## config.mk

```make
export PLATFORM = sky130hd
export DESIGN_NAME = el_sync_rx
export DESIGN_NICKNAME = d
export VERILOG_FILES = /design/src/rtl/el_sync_rx.sv
export SDC_FILE = /design/constraint.sdc
export NUM_CORES = 1
export LEC_CHECK = 0
export CAP_MARGIN = 5
export CORE_MARGIN = 4
export CORE_UTILIZATION = 58
export DETAILED_ROUTE_END_ITERATION = 10
export GPL_TIMING_DRIVEN = 0
export MAX_ROUTING_LAYER = met4
export PLACE_DENSITY = 0.89
export SETUP_SLACK_MARGIN = 0.02
export SLEW_MARGIN = 40
export SYNTH_ARGS = -nofsm -noshare
export SYNTH_HDL_FRONTEND = slang
export SYNTH_SLANG_ARGS = --single-unit
```

## constraint.sdc

```tcl
create_clock -name clk -period 5.7 [get_ports clk]
set_input_delay 1.14 -clock clk [delete_from_list [all_inputs] [get_ports clk]]
set_output_delay 1.14 -clock clk [all_outputs]
set_load 0.005 [all_outputs]
```

## src/rtl/el_sync_rx.sv

```systemverilog
// el_sync_rx
// Clocked receiving end of a 4-phase dual-rail elastic link. Detects the
// data (complete) and null (spacer) phases on the rails, decodes the word to
// single-rail, pushes it into a small FIFO drained by valid/ready, and returns
// the link acknowledge.
//
// Ports
//   clk        clock
//   rst_n      asynchronous active-low reset
//   in         dual-rail data, bit i = in[2i+1:2i] (00 null, 01 zero, 10 one, 11 illegal)
//   ack_o      4-phase link acknowledge
//   out_data   decoded word at FIFO head (holds last value when empty)
//   out_valid  FIFO non-empty
//   out_ready  consumer takes the head when out_valid & out_ready
//   err        sticky flag, illegal rail code seen at a capture
//
// FSM states
//   state     | meaning
//   WAIT_DATA | ack_o low, waiting for synced all_data and a free FIFO slot
//   WAIT_NULL | ack_o high, waiting for synced all_null (spacer)
module el_sync_rx #(
   parameter int WIDTH       = 33,
   parameter int RAIL_NUM    = 2,
   parameter int SYNC_STAGES = 2,
   parameter int DEPTH       = 2
) (
   input  logic                      clk,
   input  logic                      rst_n,
   input  logic [RAIL_NUM*WIDTH-1:0] in,
   output logic                      ack_o,
   output logic [WIDTH-1:0]          out_data,
   output logic                      out_valid,
   input  logic                      out_ready,
   output logic                      err
);

   localparam int PW = (DEPTH > 1) ? $clog2(DEPTH) : 1;
   localparam int CW = $clog2(DEPTH + 1);

   typedef enum logic {WAIT_DATA, WAIT_NULL} state_t;

   state_t             state;
   logic               all_data;
   logic               all_null;
   logic               any_ill;
   logic [WIDTH-1:0]   dec;
   logic [1:0]         pair;
   logic [SYNC_STAGES-1:0] data_sync;
   logic [SYNC_STAGES-1:0] null_sync;
   logic               data_ok;
   logic               null_ok;

   logic               push_q;
   logic [WIDTH-1:0]   cap_word;
   logic [WIDTH-1:0]   mem [DEPTH];
   logic [PW-1:0]      wr_ptr;
   logic [PW-1:0]      rd_ptr;
   logic [PW-1:0]      rd_nxt;
   logic [CW-1:0]      count;
   logic [CW-1:0]      cnt_nxt;
   logic               full;
   logic               pop;

   // Completion detect and decode straight off the rails. The rails themselves
   // are not synchronised: the sender keeps them stable until ack_o rises, so
   // sampling them once the synced all_data flag is seen is safe.
   always_comb begin
      all_data = 1'b1;
      all_null = 1'b1;
      any_ill  = 1'b0;
      dec      = '0;
      pair     = '0;
      for (int i = 0; i < WIDTH; i++) begin
         pair = in[2*i +: 2];
         if (pair == 2'b00) all_data = 1'b0;
         else               all_null = 1'b0;
         if (pair == 2'b11) any_ill = 1'b1;
         dec[i] = pair[1];
      end
   end

   always_ff @(posedge clk or negedge rst_n) begin
      if (!rst_n) begin
         data_sync <= '0;
         null_sync <= '0;
      end else begin
         data_sync <= {data_sync[SYNC_STAGES-2:0], all_data};
         null_sync <= {null_sync[SYNC_STAGES-2:0], all_null};
      end
   end

   assign data_ok = data_sync[SYNC_STAGES-1];
   assign null_ok = null_sync[SYNC_STAGES-1];

   // Full uses the registered count only; a pop in the same cycle does not
   // let a capture through until the next edge.
   assign full      = (count == CW'(DEPTH));
   assign out_valid = (count != '0);
   assign pop       = out_valid & out_ready;

   always_ff @(posedge clk or negedge rst_n) begin
      if (!rst_n) begin
         state    <= WAIT_DATA;
         ack_o    <= 1'b0;
         push_q   <= 1'b0;
         cap_word <= '0;
         err      <= 1'b0;
      end else begin
         push_q <= 1'b0;
         case (state)
            WAIT_DATA: begin
               if (data_ok && !full) begin
                  cap_word <= dec;
                  push_q   <= 1'b1;
                  ack_o    <= 1'b1;
                  if (any_ill) err <= 1'b1;
                  state    <= WAIT_NULL;
               end
            end
            WAIT_NULL: begin
               if (null_ok) begin
                  ack_o <= 1'b0;
                  state <= WAIT_DATA;
               end
            end
            default: begin
               ack_o <= 1'b0;
               state <= WAIT_DATA;
            end
         endcase
      end
   end

   // The capture lands in the FIFO one edge after ack_o rises. A slot is
   // always free by then: count can only fall between the full check and the
   // write, and a new capture needs a full null phase first.
   always_comb begin
      rd_nxt  = pop ? rd_ptr + PW'(1) : rd_ptr;
      cnt_nxt = count + CW'(push_q) - CW'(pop);
   end

   always_ff @(posedge clk or negedge rst_n) begin
      if (!rst_n) begin
         for (int i = 0; i < DEPTH; i++) mem[i] <= '0;
         wr_ptr   <= '0;
         rd_ptr   <= '0;
         count    <= '0;
         out_data <= '0;
      end else begin
         if (push_q) begin
            mem[wr_ptr] <= cap_word;
            wr_ptr      <= wr_ptr + PW'(1);
         end
         rd_ptr <= rd_nxt;
         count  <= cnt_nxt;
         // Registered head: the incoming word bypasses the array when it
         // becomes the only entry.
         if (cnt_nxt != '0) begin
            if (push_q && (count == CW'(pop))) out_data <= cap_word;
            else                               out_data <= mem[rd_nxt];
         end
      end
   end

endmodule

```

==> results of run 1 <==
[power breakdown]
group	switching (W)	internal (W)	leakage (nW)
sequential	0.0000646	0.00113	1.98
combinational	0.000691	0.000563	1.64
clock	0.000423	0.000773	0.307
total	0.00118	0.00247	3.93
[path summary, 6_finish.rpt]
path / cells past startpoint / to / slack [ns] / start
min reg2reg: 0 / data_sync[1] / 0.37 / data_sync[0]
max in group asynchronous: 3 / mem[18] / 4.40 / rst_n
min: 0 / data_sync[1] / 0.37 / data_sync[0]
max reg2reg: 10 / out_data[20] / 2.72 / count[1]
min in group asynchronous: 1 / mem[33] / 0.43 / rst_n
max: 11 / out_data[20] / 2.27 / out_ready
[worst register-to-register path, cell delays in order, from the launching register on]
cell and delay (ns):
dfrtp_1 0.45, o21ai_2 0.22, inv_1 0.06, ha_1 0.28
inv_1 0.06, ha_1 0.14, xor3_1 0.26, nor2_1 0.43
clkbuf_1 0.59, nor3_1 0.12, a211oi_2 0.26
[area by class of cell]
class                      instances  area share (%)
clock inverter                    10            2.20
clock buffer                      20            5.29
tap                              140            2.08
multi-input combinational        322            32.7
sequential                       144            42.8
buffer                            27            1.66
timing repair buffer             106            13.1
inverter                           6           0.267
[metrics by stage]
| stage | setup TNS, ns | power (W) |
|---|---|---|
| detailed placement | 0 | 0.00244 |
| CTS | 0 | 0.00364 |
| global route | 0 | 0.00378 |
| global placement | -276.31 | 0.00240 |
| finish | 0 | 0.00365 |
| floorplan | 0 | 0.00194 |
[registers in the layout (all words and copies together) (netlist names), 2 cells and up]
| signal | cells |
|---|---|
| count | 2 |
| cap_word | 33 |
| mem | 66 |
| data_sync | 2 |
| out_data | 33 |
| null_sync | 2 |
[routing by layer]
| layer | global-route usage, % | wire, µm | up-vias |
|---|---|---|---|
| met3 | 5.84 | 1270 | 69 |
| met4 | 13.8 | 752 | 0 |
| met2 | 48.0 | 8940 | 241 |
| met1 | 37.9 | 7160 | 2472 |
| met5 | - | 0 | - |
| li1 | - | - | 2116 |
[cell families (layout without fill, tap and decap cells)]
| kind of cell | after synthesis | count (layout) |
|---|---|---|
| AOI/OAI and AO/OA | 66 | 66 |
| xor gates and xnor gates | 3 | 3 |
| adders and majority gates | 2 | 2 |
| buffers and inverters | 33 | 169 |
| DFF | 144 | 144 |
| muxes | 132 | 132 |
| and+or+nand+nor | 119 | 119 |
[cells in the final DEF, fill, tap and decap left out, drive strengths merged, types with 6 or more instances in the layout]
| master | n |
|---|---|
| a211oi | 34 |
| nor2 | 48 |
| mux2 | 99 |
| clkbuf | 33 |
| o22ai | 11 |
| inv | 6 |
| nand4 | 6 |
| buf | 17 |
| nor4 | 15 |
| dfrtp | 144 |
| mux2i | 33 |
| a221oi | 6 |
| a22o | 6 |
| nor3 | 37 |
| clkdlybuf4s50 | 103 |
==> flow_summary.json, run 1 <==
{
  "status": "finished clean",
  "wl_per_cell_um": 23.4,
  "yosys.area_share.simple_pct": 8.77,
  "hp-class": "reg -> reg",
  "rows": 38,
  "dpl_cell_area_um2": 7790,
  "ios": 105,
  "syn_area_um2": 6510,
  "synth_top_cell_area_share_pct": 55.4,
  "grt_max_degree": 64,
  "cts_tree": "done",
  "clk_path_buf_depth": 2,
  "endpoint_kind": "flop",
  "fin_skew_ns": 0.00989,
  "avgViaCountPerCell": 6.32,
  "ff_latch_area_um2": 3600,
  "worst_pin_slew_ns": 0.852,
  "seq_area_frac_synth_pct": 55.4,
  "io_buffers": 104,
  "max_freq_ghz": 0.292,
  "hpwlAfterDp_um": 12600,
  "fp.dieW_um": 114,
  "drt_iter0_drc": 449,
  "antenna_cells": 0,
  "dieArea_um2": 13000,
  "path_cells": "clkdlybuf4s50_1 > o21ai_2 > inv_1 > ha_1 > inv_1 > ha_1 > xor3_1 > nor2_1 > clkbuf_1 > nor3_1 > a211oi_2",
  "path_class": "in -> reg",
  "num_vias": 4898,
  "synthMuxAreaShare_pct": 22.2,
  "ys.flop_type": "dfrtp_1",
  "relSlewSlack_pct": 43.2,
  "yosys-top-cells-area": "dfrtp_1, mux2_2, a211oi_2",
  "max-cap-violations": 0,
  "ant_nets": 0,
  "synthArstFlopShare_pct": 100,
  "core_region_area_um2": 10900,
  "grt_pass1_vias": 5217,
  "cts_resized": 0,
  "track_usage_pct": 30.3,
  "cts_buffers": 17,
  "synth_top_area_cell": "dfrtp_1",
  "place_inst": 745,
  "setup_ws_ns": 2.27,
  "ctsHoldBuffers": 0,
  "nets": 695,
  "area_delta_synth_final_pct": 29.4,
  "fin_cells": 775,
  "final.period_utilization_pct": 60.1,
  "multi_input_area_um2": 2750,
  "rsz0062_at_grt": "no",
  "cts_setup_buffers": 0,
  "ys_ff_latch": 144,
  "synth_top_family_by_area": "multiplexers",
  "synth_compound_area_share_pct": 10.0,
  "gp_congestion": 0.905,
  "cts_max_level": 4,
  "yosys-top-cells-count": "dfrtp_1, mux2_2, nor2_1, nor3_1, mux2i_1",
  "p_leak_nw": 3.93,
  "n_fill_cell": 690,
  "hold_viol": 0,
  "crit_buf_inv": 4,
  "synthesis.nets": 570,
  "crit_fanout": 10,
  "cp.arrival_ns": 3.86,
  "cpPeakStageDelay_ns": 0.59,
  "drive_gt1_share_pct": 27.9,
  "cts.sinks": 144,
  "synthCells": 499,
  "yosys_warnings": 0,
  "initial_core_util_pct": 59.8,
  "ir_worst_vdd_v": 0.000281,
  "wirelength_um": 18100,
  "clk-insertion-delay-late_ns": 0.53,
  "synth-xor-area-share_pct": 0.750,
  "min_period_ns": 3.43,
  "postLayoutCellArea_um2": 8420,
  "finalMaxSlewViolations": 0,
  "antenna_found_initial": 0,
  "drc": 0,
  "pre_cts_ws_ns": 1.81,
  "whs_ns": 0.369,
  "synth.most_common_cell": "dfrtp_1",
  "ctsRootBufferMaster": "clkbuf_8",
  "p_per_area_nw_per_um2": 433,
  "final_util_pct": 77.4,
  "synth_area_per_cell_um2": 13.0,
  "start_kind": "primary input",
  "synthDistinctLibCells": 34,
  "die_height_um": 114,
  "finalSetupViolations": 0,
  "drt_pass1_iterations": 5,
  "synth_edf_count": 0,
  "cpMaxStageDelayCell": "clkbuf_1",
  "gr-total-overflow": 0,
  "cp.required_ns": 6.14,
  "synthAdderAreaFrac_pct": 0.384,
  "path_delay_family": "buffers and inverters",
  "grt_pass1_wl_um": 28600,
  "clkTransAtPathRegs_ns": 0.06
}
Power figures use the tool's default switching activity.
==> inputs of run 2 (changes only) <==
--- a/config.mk
+++ b/config.mk
@@ -7,11 +7,11 @@
 export LEC_CHECK = 0
 export CAP_MARGIN = 5
 export CORE_MARGIN = 4
-export CORE_UTILIZATION = 58
+export CORE_UTILIZATION = 54
 export DETAILED_ROUTE_END_ITERATION = 10
 export GPL_TIMING_DRIVEN = 0
 export MAX_ROUTING_LAYER = met4
-export PLACE_DENSITY = 0.89
+export PLACE_DENSITY = 0.83
 export SETUP_SLACK_MARGIN = 0.02
 export SLEW_MARGIN = 40
 export SYNTH_ARGS = -nofsm -noshare
==> constraint.sdc (replaced) <==
create_clock -name clk -period 3.6 [get_ports clk]
set_input_delay 0.72 -clock clk [delete_from_list [all_inputs] [get_ports clk]]
set_output_delay 0.72 -clock clk [all_outputs]
set_load 0.005 [all_outputs]
==> run 2 against run 1 <==
  * Sequential power up 58%
  * Global-route usage down 2.7 points
  * Design area down 0.97%
  * Via count unchanged
  * Clock power up 42%
  * Largest power group unchanged
  * Count of clock-buffer cells in the layout up 1
  * Register-to-register slack worse by 2.1 ns
  * First-iteration DRC count up 11%
  * Highest routed layer unchanged
==> flow_summary.json, run 2 (synthesis results as in run 1) <==
{
  "layout_common_cells": "dfrtp_1, clkdlybuf4s50_1, mux2_2",
  "p_per_area_nw_per_um2": 667,
  "clk-insertion-delay-late_ns": 0.42,
  "drt_pass1_iterations": 5,
  "gp_congestion": 0.968,
  "area_delta_synth_final_pct": 28.2,
  "top_register": "mem",
  "drc": 0,
  "worst_pin_slew_ns": 0.747,
  "min_period_ns": 3.12,
  "cpPeakStageDelay_ns": 0.59,
  "ir_worst_vdd_v": 0.000275,
  "dpl_cell_area_um2": 7770,
  "path_class": "in -> reg",
  "wl_per_cell_um": 23.2,
  "max_freq_ghz": 0.320,
  "grt_pass1_vias": 5341,
  "grt_pass1_wl_um": 28900,
  "cpMaxStageDelayCell": "clkbuf_1",
  "cts_setup_buffers": 0,
  "path_delay_family": "buffers and inverters",
  "ios": 105,
  "antenna_cells": 0,
  "drive_gt1_share_pct": 27.7,
  "endpoint_kind": "flop",
  "grt_max_degree": 75,
  "num_vias": 4898,
  "clkTransAtPathRegs_ns": 0.06,
  "whs_ns": 0.248,
  "track_usage_pct": 27.6,
  "ctsHoldBuffers": 0,
  "wirelength_um": 18100,
  "dieArea_um2": 13900,
  "finalMaxSlewViolations": 0,
  "rsz0062_at_grt": "no",
  "largest_reg_flops": 66,
  "place_inst": 747,
  "io_buffers": 104,
  "fp.dieW_um": 118,
  "crit_fanout": 10,
  "final.setup.tns_ns": 0,
  "cp.arrival_ns": 3.45,
  "cts_resized": 0,
  "status": "finished clean",
  "hold_viol": 0,
  "finalSetupViolations": 0,
  "cts.sinks": 144,
  "largestRegisters": "mem x66, cap_word x33, out_data x33",
  "hp-class": "in -> async",
  "cts_buffers": 17,
  "max-cap-violations": 0,
  "postLayoutCellArea_um2": 8340,
  "core_region_area_um2": 11600,
  "fin_skew_ns": 0.00683,
  "mostFrequentLayoutCell": "dfrtp_1",
  "cts_max_level": 4,
  "ant_nets": 0,
  "rows": 39,
  "nets": 694,
  "drt_iter0_drc": 498,
  "path_cells": "clkdlybuf4s50_1 > o21ai_2 > inv_1 > ha_1 > inv_1 > ha_1 > xor3_1 > nor2_1 > clkbuf_1 > nor3_1 > a211oi_2",
  "ctsRootBufferMaster": "clkbuf_16",
  "antenna_found_initial": 0,
  "hpwlAfterDp_um": 12600,
  "start_kind": "primary input",
  "final.period_utilization_pct": 86.8,
  "relSlewSlack_pct": 50.2,
  "cts_tree": "done",
  "initial_core_util_pct": 56.0,
  "clk_path_buf_depth": 2,
  "avgViaCountPerCell": 6.30,
  "cp.required_ns": 3.92,
  "die_height_um": 118,
  "p_leak_nw": 3.88,
  "crit_buf_inv": 4,
  "fin_cells": 778,
  "gr-total-overflow": 0
}
[run 2: changes by cell type in the layout (fill, tap and decap cells not counted), sizes merged]
| cell | change |
|---|---|
| bufinv | -3 |
| clkinv | +2 |
| buf | -1 |
| clkbuf | +1 |
| clkinvlp | +1 |
[run 2: final cells by class]
| class | instances | area (µm²) |
|---|---|---|
| Sequential cell | 144 | 3600 |
| Buffer | 27 | 140 |
| Tap cell | 143 | 179 |
| Clock buffer | 21 | 460 |
| Timing Repair Buffer | 105 | 1070 |
| Clock inverter | 10 | 113 |
| Multi-Input combinational cell | 322 | 2750 |
| Fill cell | 807 | 3270 |
| Inverter | 6 | 22.5 |
[run 2: final timing paths]
kind | from | end | cells after the start | slack [ns]
setup reg to reg | count[1] | out_data[14] | 10 | 0.60
setup / recovery | out_ready | out_data[14] | 11 | 0.48
hold reg to reg | data_sync[0] | data_sync[1] | 0 | 0.35
hold / removal | rst_n | out_data[0] | 1 | 0.25
min in group clk | data_sync[0] | data_sync[1] | 0 | 0.35
max in group asynchronous | rst_n | mem[53] | 2 | 2.62
[run 2: through the flow]
step	util [%]	total power, W	worst slack, ns
2_1_floorplan	-	0.00307	1.06
3_5_place_dp	66.9	0.00387	0.0500
6_report	71.8	0.00557	0.475
3_3_place_gp	66.5	0.00382	-3.62
5_1_grt	71.8	0.00581	0.267
4_1_cts	71.8	0.00558	0.526
[run 2: power breakdown]
group	internal, W	switching, W
Clock	0.00105	0.000655
Sequential	0.00179	0.000106
Combinational	0.000887	0.00108
[run 2: routing by layer]
metal	wire [µm]	vias up	global-route usage (%)	part of all wire, %
li1	-	2111	-	-
met1	7280	2458	35.2	40
met2	8800	266	43.1	49
met3	1340	63	5.77	7.4
met4	629	0	11.8	3.5
met5	0	-	-	0
